File: src/rtl/lcd_pkg.sv
// Shared definitions for the text-mode LCD front end: geometry defaults, control codes,
// FSM states, attribute layout and the cell-packing helpers.
package lcd_pkg;

    localparam int ADDR_W_DEF    = 12;
    localparam int CPL_LAND_DEF  = 50;
    localparam int ROWS_LAND_DEF = 15;
    localparam int CPL_PORT_DEF  = 30;
    localparam int ROWS_PORT_DEF = 25;

    localparam logic [7:0] CH_BS    = 8'h08;
    localparam logic [7:0] CH_LF    = 8'h0A;
    localparam logic [7:0] CH_FF    = 8'h0C;
    localparam logic [7:0] CH_CR    = 8'h0D;
    localparam logic [7:0] CH_SPACE = 8'h20;
    localparam logic [7:0] CH_TILDE = 8'h7E;

    typedef enum logic [1:0] {
        ST_IDLE    = 2'd0,
        ST_PUT     = 2'd1,
        ST_CLR_ROW = 2'd2,
        ST_CLR_SCR = 2'd3
    } state_t;

    typedef struct packed {
        logic [3:0] bg;
        logic [3:0] fg;
    } attr_t;

    function automatic logic [15:0] make_cell(input attr_t a, input logic [6:0] ch);
        return {a, 1'b0, ch};
    endfunction

    function automatic logic is_printable(input logic [7:0] ch);
        return (ch >= CH_SPACE) && (ch <= CH_TILDE);
    endfunction

endpackage

File: src/rtl/vram_fill_counter.sv
// Sequential address generator for block clears: emits one write strobe per cycle from
// base for len cells, with the first strobe in the start cycle itself.
module vram_fill_counter #(
    parameter int ADDR_W = 12
) (
    input  logic              clk,
    input  logic              reset,
    input  logic              start,
    input  logic [ADDR_W-1:0] base,
    input  logic [ADDR_W-1:0] len,
    output logic [ADDR_W-1:0] addr,
    output logic              ce,
    output logic              done
);

    logic              active_r;
    logic [ADDR_W-1:0] addr_r;
    logic [ADDR_W-1:0] left_r;

    // Current strobe/address; the start cycle writes base directly so no cycle is lost.
    always_comb begin
        ce   = 1'b0;
        addr = addr_r;
        done = 1'b0;
        if (start) begin
            ce   = 1'b1;
            addr = base;
            done = (len == ADDR_W'(1));
        end else if (active_r) begin
            ce   = 1'b1;
            addr = addr_r;
            done = (left_r == ADDR_W'(1));
        end else begin
            ce   = 1'b0;
            addr = addr_r;
            done = 1'b0;
        end
    end

    // Remaining-count and address state.
    always_ff @(posedge clk) begin
        if (reset) begin
            active_r <= 1'b0;
            addr_r   <= '0;
            left_r   <= '0;
        end else if (start) begin
            addr_r   <= base + ADDR_W'(1);
            left_r   <= len - ADDR_W'(1);
            active_r <= (len > ADDR_W'(1));
        end else if (active_r) begin
            addr_r <= addr_r + ADDR_W'(1);
            left_r <= left_r - ADDR_W'(1);
            if (left_r == ADDR_W'(1)) begin
                active_r <= 1'b0;
            end
        end
    end

endmodule

File: src/rtl/text_console_writer.sv
// Byte-stream terminal front end: accepts ASCII over valid/ready, tracks the cursor,
// interprets control codes and writes {attr,char} cells into VRAM port A.
module text_console_writer
    import lcd_pkg::*;
#(
    parameter int ADDR_W    = ADDR_W_DEF,
    parameter int CPL_LAND  = CPL_LAND_DEF,
    parameter int ROWS_LAND = ROWS_LAND_DEF,
    parameter int CPL_PORT  = CPL_PORT_DEF,
    parameter int ROWS_PORT = ROWS_PORT_DEF
) (
    input  logic              clk,
    input  logic              reset,
    input  logic [1:0]        direction,
    input  logic [7:0]        attr,
    input  logic              in_valid,
    input  logic [7:0]        in_data,
    output logic              in_ready,
    output logic              busy,
    output logic [5:0]        cursor_col,
    output logic [4:0]        cursor_row,
    output logic              ram_ce,
    output logic [ADDR_W-1:0] ram_addr,
    output logic [15:0]       ram_data
);

    localparam logic [5:0]        CPL_L = 6'(CPL_LAND);
    localparam logic [4:0]        ROWS_L = 5'(ROWS_LAND);
    localparam logic [ADDR_W-1:0] SCR_L = ADDR_W'(CPL_LAND * ROWS_LAND);
    localparam logic [5:0]        CPL_P = 6'(CPL_PORT);
    localparam logic [4:0]        ROWS_P = 5'(ROWS_PORT);
    localparam logic [ADDR_W-1:0] SCR_P = ADDR_W'(CPL_PORT * ROWS_PORT);

    state_t            state_r;
    state_t            state_nx_s;
    logic [1:0]        dir_r;
    attr_t             attr_r;
    logic [5:0]        col_r;
    logic [4:0]        row_r;
    logic [ADDR_W-1:0] row_base_r;
    logic              wrap_pend_r;
    logic              start_pend_r;

    logic [5:0]        cpl_s;
    logic [4:0]        rows_s;
    logic [ADDR_W-1:0] scr_len_s;
    logic [ADDR_W-1:0] cpl_ext_s;
    logic [ADDR_W-1:0] cur_addr_s;
    logic              row_last_s;
    logic [4:0]        row_adv_s;
    logic [ADDR_W-1:0] base_adv_s;

    logic              dir_chg_s;
    logic              in_ready_s;
    logic              accept_s;
    logic              is_print_s;

    logic              fill_start_s;
    logic [ADDR_W-1:0] fill_base_s;
    logic [ADDR_W-1:0] fill_len_s;
    logic [ADDR_W-1:0] fill_addr_s;
    logic              fill_ce_s;
    logic              fill_done_s;

    logic              wr_ce_s;
    logic [ADDR_W-1:0] wr_addr_s;
    logic [15:0]       wr_data_s;

    // Geometry follows the direction latched in IDLE, never the live input.
    always_comb begin
        cpl_s     = CPL_L;
        rows_s    = ROWS_L;
        scr_len_s = SCR_L;
        if (dir_r[0]) begin
            cpl_s     = CPL_P;
            rows_s    = ROWS_P;
            scr_len_s = SCR_P;
        end else begin
            cpl_s     = CPL_L;
            rows_s    = ROWS_L;
            scr_len_s = SCR_L;
        end
    end

    assign cpl_ext_s  = {{(ADDR_W-6){1'b0}}, cpl_s};
    assign cur_addr_s = row_base_r + {{(ADDR_W-6){1'b0}}, col_r};

    // Newline target: row_base tracks row*cpl incrementally and wraps to 0 with the row.
    always_comb begin
        row_last_s = (row_r == (rows_s - 5'd1));
        row_adv_s  = row_r + 5'd1;
        base_adv_s = row_base_r + cpl_ext_s;
        if (row_last_s) begin
            row_adv_s  = 5'd0;
            base_adv_s = '0;
        end else begin
            row_adv_s  = row_r + 5'd1;
            base_adv_s = row_base_r + cpl_ext_s;
        end
    end

    assign dir_chg_s  = (direction != dir_r);
    assign in_ready_s = (state_r == ST_IDLE) && !dir_chg_s;
    assign accept_s   = in_valid && in_ready_s;
    assign is_print_s = is_printable(in_data);

    // Next state and the single VRAM write of this cycle (byte write or fill cell).
    always_comb begin
        state_nx_s   = state_r;
        wr_ce_s      = 1'b0;
        wr_addr_s    = '0;
        wr_data_s    = 16'h0000;
        fill_start_s = 1'b0;
        fill_base_s  = row_base_r;
        fill_len_s   = cpl_ext_s;
        case (state_r)
            ST_IDLE: begin
                if (dir_chg_s) begin
                    state_nx_s = ST_CLR_SCR;
                end else if (accept_s) begin
                    if (is_print_s) begin
                        state_nx_s = ST_PUT;
                        wr_ce_s    = 1'b1;
                        wr_addr_s  = cur_addr_s;
                        wr_data_s  = make_cell(attr_t'(attr), in_data[6:0]);
                    end else if ((in_data == CH_BS) && (col_r != 6'd0)) begin
                        state_nx_s = ST_PUT;
                        wr_ce_s    = 1'b1;
                        wr_addr_s  = cur_addr_s - ADDR_W'(1);
                        wr_data_s  = make_cell(attr_t'(attr), CH_SPACE[6:0]);
                    end else if (in_data == CH_LF) begin
                        state_nx_s = ST_CLR_ROW;
                    end else if (in_data == CH_FF) begin
                        state_nx_s = ST_CLR_SCR;
                    end else begin
                        state_nx_s = ST_IDLE;
                    end
                end else begin
                    state_nx_s = ST_IDLE;
                end
            end
            ST_PUT: begin
                if (wrap_pend_r) begin
                    state_nx_s = ST_CLR_ROW;
                end else begin
                    state_nx_s = ST_IDLE;
                end
            end
            ST_CLR_ROW, ST_CLR_SCR: begin
                fill_start_s = start_pend_r;
                if (state_r == ST_CLR_SCR) begin
                    fill_base_s = '0;
                    fill_len_s  = scr_len_s;
                end else begin
                    fill_base_s = row_base_r;
                    fill_len_s  = cpl_ext_s;
                end
                if (fill_ce_s) begin
                    wr_ce_s   = 1'b1;
                    wr_addr_s = fill_addr_s;
                    wr_data_s = make_cell(attr_r, CH_SPACE[6:0]);
                end else begin
                    wr_ce_s = 1'b0;
                end
                if (fill_done_s) begin
                    state_nx_s = ST_IDLE;
                end else begin
                    state_nx_s = state_r;
                end
            end
            default: begin
                state_nx_s = ST_IDLE;
            end
        endcase
    end

    vram_fill_counter #(
        .ADDR_W (ADDR_W)
    ) u_fill (
        .clk   (clk),
        .reset (reset),
        .start (fill_start_s),
        .base  (fill_base_s),
        .len   (fill_len_s),
        .addr  (fill_addr_s),
        .ce    (fill_ce_s),
        .done  (fill_done_s)
    );

    // State register; reset always lands in a full-screen clear.
    always_ff @(posedge clk) begin
        if (reset) begin
            state_r <= ST_CLR_SCR;
        end else begin
            state_r <= state_nx_s;
        end
    end

    // Cursor, latched attribute/geometry and fill kick-off.
    always_ff @(posedge clk) begin
        if (reset) begin
            dir_r        <= direction;
            attr_r       <= attr_t'(8'h00);
            col_r        <= 6'd0;
            row_r        <= 5'd0;
            row_base_r   <= '0;
            wrap_pend_r  <= 1'b0;
            start_pend_r <= 1'b1;
        end else begin
            start_pend_r <= (state_nx_s != state_r) &&
                            ((state_nx_s == ST_CLR_ROW) || (state_nx_s == ST_CLR_SCR));
            case (state_r)
                ST_IDLE: begin
                    if (dir_chg_s) begin
                        dir_r      <= direction;
                        attr_r     <= attr_t'(attr);
                        col_r      <= 6'd0;
                        row_r      <= 5'd0;
                        row_base_r <= '0;
                    end else if (accept_s) begin
                        attr_r      <= attr_t'(attr);
                        wrap_pend_r <= 1'b0;
                        if (is_print_s) begin
                            if (col_r == (cpl_s - 6'd1)) begin
                                col_r       <= 6'd0;
                                row_r       <= row_adv_s;
                                row_base_r  <= base_adv_s;
                                wrap_pend_r <= 1'b1;
                            end else begin
                                col_r <= col_r + 6'd1;
                            end
                        end else if ((in_data == CH_BS) && (col_r != 6'd0)) begin
                            col_r <= col_r - 6'd1;
                        end else if (in_data == CH_CR) begin
                            col_r <= 6'd0;
                        end else if (in_data == CH_LF) begin
                            col_r      <= 6'd0;
                            row_r      <= row_adv_s;
                            row_base_r <= base_adv_s;
                        end
                    end
                end
                ST_CLR_SCR: begin
                    if (fill_done_s) begin
                        col_r      <= 6'd0;
                        row_r      <= 5'd0;
                        row_base_r <= '0;
                    end
                end
                default: begin
                end
            endcase
        end
    end

    // Registered VRAM port; address/data hold between writes.
    always_ff @(posedge clk) begin
        if (reset) begin
            ram_ce   <= 1'b0;
            ram_addr <= '0;
            ram_data <= 16'h0000;
        end else begin
            ram_ce <= wr_ce_s;
            if (wr_ce_s) begin
                ram_addr <= wr_addr_s;
                ram_data <= wr_data_s;
            end
        end
    end

    assign in_ready   = in_ready_s;
    assign busy       = (state_r == ST_CLR_ROW) || (state_r == ST_CLR_SCR);
    assign cursor_col = col_r;
    assign cursor_row = row_r;

endmodule
File: config.mk
export PLATFORM = sky130hd
export DESIGN_NAME = text_console_writer
export DESIGN_NICKNAME = d
export VERILOG_FILES = /design/src/rtl/lcd_pkg.sv /design/src/rtl/vram_fill_counter.sv /design/src/rtl/text_console_writer.sv
export SDC_FILE = /design/constraint.sdc
export NUM_CORES = 1
export LEC_CHECK = 0
export ABC_AREA = 1
export BUFFER_PORTS_ARGS = -buffer_cell sky130_fd_sc_hd__buf_4
export CORE_ASPECT_RATIO = 0.9
export CORE_MARGIN = 5
export CORE_UTILIZATION = 46
export DETAILED_ROUTE_END_ITERATION = 8
export PLACE_DENSITY = 0.67
export SYNTH_ARGS = -nofsm -noshare
export SYNTH_HDL_FRONTEND = slang
export SYNTH_SLANG_ARGS = --single-unit
File: constraint.sdc
create_clock -name clk -period 2.5 [get_ports clk]
set_input_delay 0.125 -clock clk [delete_from_list [all_inputs] [get_ports clk]]
set_output_delay 0.125 -clock clk [all_outputs]
set_load 0.03 [all_outputs]
==> impl_metrics.ini <==
[cells_and_area]
drive_gt1_share_pct = 14.5
syn2layout_area_growth_pct = 19.1
final_cell_count_no_fill = 1131
nets = 1006
diodes = 0
post-route-cell-area_sq_um = 6780

[worst_setup_path]
cp-end-kind = flip-flop
reg2reg_slack_ns = 0.29
cp_slowest_cell = inv_2
critPathTopFamily = simple AND/OR/NAND/NOR gates
cpMostUsedCell = nand2_1
worstPathCellList = buf_4, inv_1, ha_1, nand4_1, nand3_1, nand2_1, nand2_2, nand2_1, inv_2, nand2_1, a31oi_1
required_ns = 2.77
r2r-start = cursor_col[1]$_SDFFE_PP0P_
path_buf_inv = 3
worst_setup_path_start_kind = flip-flop
r2r-end = ram_addr[1]$_SDFFE_PP0P_
max_stage_delay_ns = 0.41
path_class = reg -> reg
arrival_ns = 2.47
reg2reg_depth = 11
cp_max_fo = 24

[floorplan]
fp.dieArea_sq_um = 14700
die_w_um = 127
initial_core_util_pct = 47.1
num_rows = 38
core_area_sq_um = 12100
fp.dieH_um = 116
io_pins = 63

[cts]
worstSkewPairLatency_ns = 0.34
numCtsBuffers = 9
cts_buffer_depth = 2
root_buffer = clkbuf_16
cts_sinks = 89
h-tree-depth = 3
clk_pin_slew_worst_paths_ns = 0.07
cts_tree = built

[grt]
overflow = 0
grt_max_degree = 26
grt_pass1_vias = 5381
grt_util_met2_pct = 35.5
busiest_layer = met2
antenna_found_initial = 0
grtUsageMet3_pct = 4.06
grt_first_pass_wirelength_um = 26700
grt_use_total_pct = 22.3
use_met1_pct = 32.1

[drt]
wl_per_cell_um = 14.0
dr.first_iter.drc_count = 586
vias = 5792
routed_wl_um = 15900
postRouteAntennaNets = 0
routed_via_density = 5.12
drc = 0
dr.pass1.iters = 5

[placed_design]
placed_area_sq_um = 6410
dp.cells = 1110
routabilityCongestion = 0.917
hpwl_um = 12000
numPortBuffers = 61

[run]
maxCapViolCount = 0

[yosys]
synth_cell_types = 45
synth-seq-cells = 89
yosysWarnings = 0
synth_cells = 890
synth_area_sq_um = 5690
yosys.area.top_type = dfxtp_1
seq_area_frac_synth_pct = 31.7
synth.avg_cell_area_sq_um = 6.40
yosys.area.top_type_share_pct = 30.6
yosys-top-cells-area = dfxtp_1, nand2_1, inv_1

[timing]
fmax_ghz = 0.453
rsz0062_at_grt = no
setup_viol = 0
setup-tns-final_ns = 0
clock_skew_ns = 0.0101
tightest_slew_ns = 0.562
timing_hold_violations_final = 0
finalMaxSlewViolations = 0
fin_crit_ns = 2.21
fin_crit_sh_pct = 88.2
slew_headroom_pct = 62.2

[power]
fin_total_pwr_uw = 3440
swShare_pct = 27.3
p_int_uw = 2500
power.density_nw_per_um2 = 508
p_switching_uw = 941
seqPwrFrac_pct = 43.6
p_clk_share_pct = 43.0
p_leak_uw = 0.00304
peakVddDrop_mv = 0.426
combPwrFrac_pct = 13.4

[worst_hold_path]
min-delay-path-class = in -> reg
worstHoldPathCells = 3
hold-path-endpoint = ram_data[2]$_SDFFE_PP0P_
min_from = in_data[2]

[run_status]
status = finished, final reports clean
-- cells in the final DEF, fill, tap and decap left out, types with 12 or more instances in the layout --
| cell type | synthesis | layout |
|---|---|---|
| ha_1 | 17 | 17 |
| a21oi_1 | 48 | 48 |
| nand3_1 | 77 | 77 |
| o21ai_0 | 44 | 44 |
| nand2_1 | 273 | 273 |
| buf_4 | 4 | 89 |
| dfxtp_1 | 87 | 86 |
| nor2_1 | 72 | 71 |
| nand4_1 | 12 | 12 |
| xor2_1 | 18 | 18 |
| nor3_1 | 16 | 15 |
| a31oi_1 | 16 | 16 |
| inv_1 | 104 | 104 |
-- layer usage --
metal	share of wire, %	routed length [um]	vias to the layer above
met3	5.1	812	10
li1	-	-	3039
met4	0.69	110	0
met5	0	0	-
met1	50	7900	2595
met2	44	7050	148
-- through the flow --
stage	worst slack [ns]	hold slack (ns)	util, %
floorplan	0.218	0.224	-
CTS	0.166	0.0419	55.9
global placement	0.244	0.321	53.1
global route	0.0592	0.0575	56.1
finish	0.295	0.0614	56.1
detailed placement	0.169	0.322	53.1
-- power groups by stage --
stage               clock (uW)  sequential, uW  combinational [uW]
floorplan                    0            1540                 299
global placement             0            1530                 445
detailed placement           0            1530                 448
CTS                       1510            1500                 453
global route              1570            1510                 522
finish                    1480            1500                 462
-- synth_stat cells (all sizes together) --
library cell and number:
nand2b 1, buf 12, nand3b 1, fa 2, or2 4, o21bai 2, xnor2 6, o21a 3
nor3 17, nor2 78, clkbuf 15, nand3 79, inv 109, o211ai 2, a21oi 48, a221oi 3
conb 1, edfxtp 2, nand4 12, nor4 5, dfxtp 87, xor2 18, o31ai 1, ha 17
clkinv 3, o21ai 59, a31oi 16, o2bb2ai 6, o221ai 1, o22ai 3, nand2 277
-- logic make-up after synthesis --
kind of cell,Yosys count,share of synthesized area [%]
other,1,0.0659
AOI/OAI and AO/OA,144,14.8
xor gates and xnor gates,24,3.69
and+or+nand+nor,474,35.6
adders and majority gates,19,4.44
buffers and inverters,139,9.74
DFF,89,31.7
-- how the worst max path moves through the flow --
stage / from / end / slack (ns) / cells past startpoint
floorplan: cursor_col[1]$_SDFFE_PP0P_ / ram_addr[8]$_SDFFE_PP0P_ / 0.22 / 10
global placement: state_r[1]$_SDFF_PP1_ / u_fill.addr_r[8]$_SDFFE_PP0N_ / 0.24 / 11
detailed placement: dir_r[0]$_DFFE_PP_ / row_base_r[8]$_SDFFE_PP0P_ / 0.17 / 12
CTS: dir_r[0]$_DFFE_PP_ / row_base_r[8]$_SDFFE_PP0P_ / 0.17 / 12
global route: cursor_col[3]$_SDFFE_PP0P_ / ram_addr[9]$_SDFFE_PP0P_ / 0.06 / 11
finish: cursor_col[1]$_SDFFE_PP0P_ / ram_addr[1]$_SDFFE_PP0P_ / 0.29 / 11
-- layout make-up --
class	instances	area, sq um
Fill cell	1221	5300
Multi-Input combinational cell	663	3350
Sequential cell	89	1800
Timing Repair Buffer	91	688
Inverter	112	422
Clock buffer	9	225
Tap cell	160	200
Clock inverter	7	92.6
-- state kept, by name (all words and copies together), names as in the netlist --
name / count
ram_data: 15
ram_addr: 12
u_fill.addr_r: 12
u_fill.left_r: 12
row_base_r: 11
attr_r: 8
cursor_col: 6
cursor_row: 5
dir_r: 2
state_r: 2
ram_ce: 1
start_pend_r: 1
u_fill.active_r: 1
wrap_pend_r: 1
-- worst min-delay path, cell delays in order --
cell and delay, ns:
buf_4 0.12, nand2_1 0.06, a21oi_1 0.05
-- what timing repair did --
action,CTS,global route
gates resized for setup,0,3
hold buffers,2,0
endpoints found under the setup margin,0,9
setup buffers,0,3
hold endpoints to repair,2,0
(Power assumes the default switching activity.)
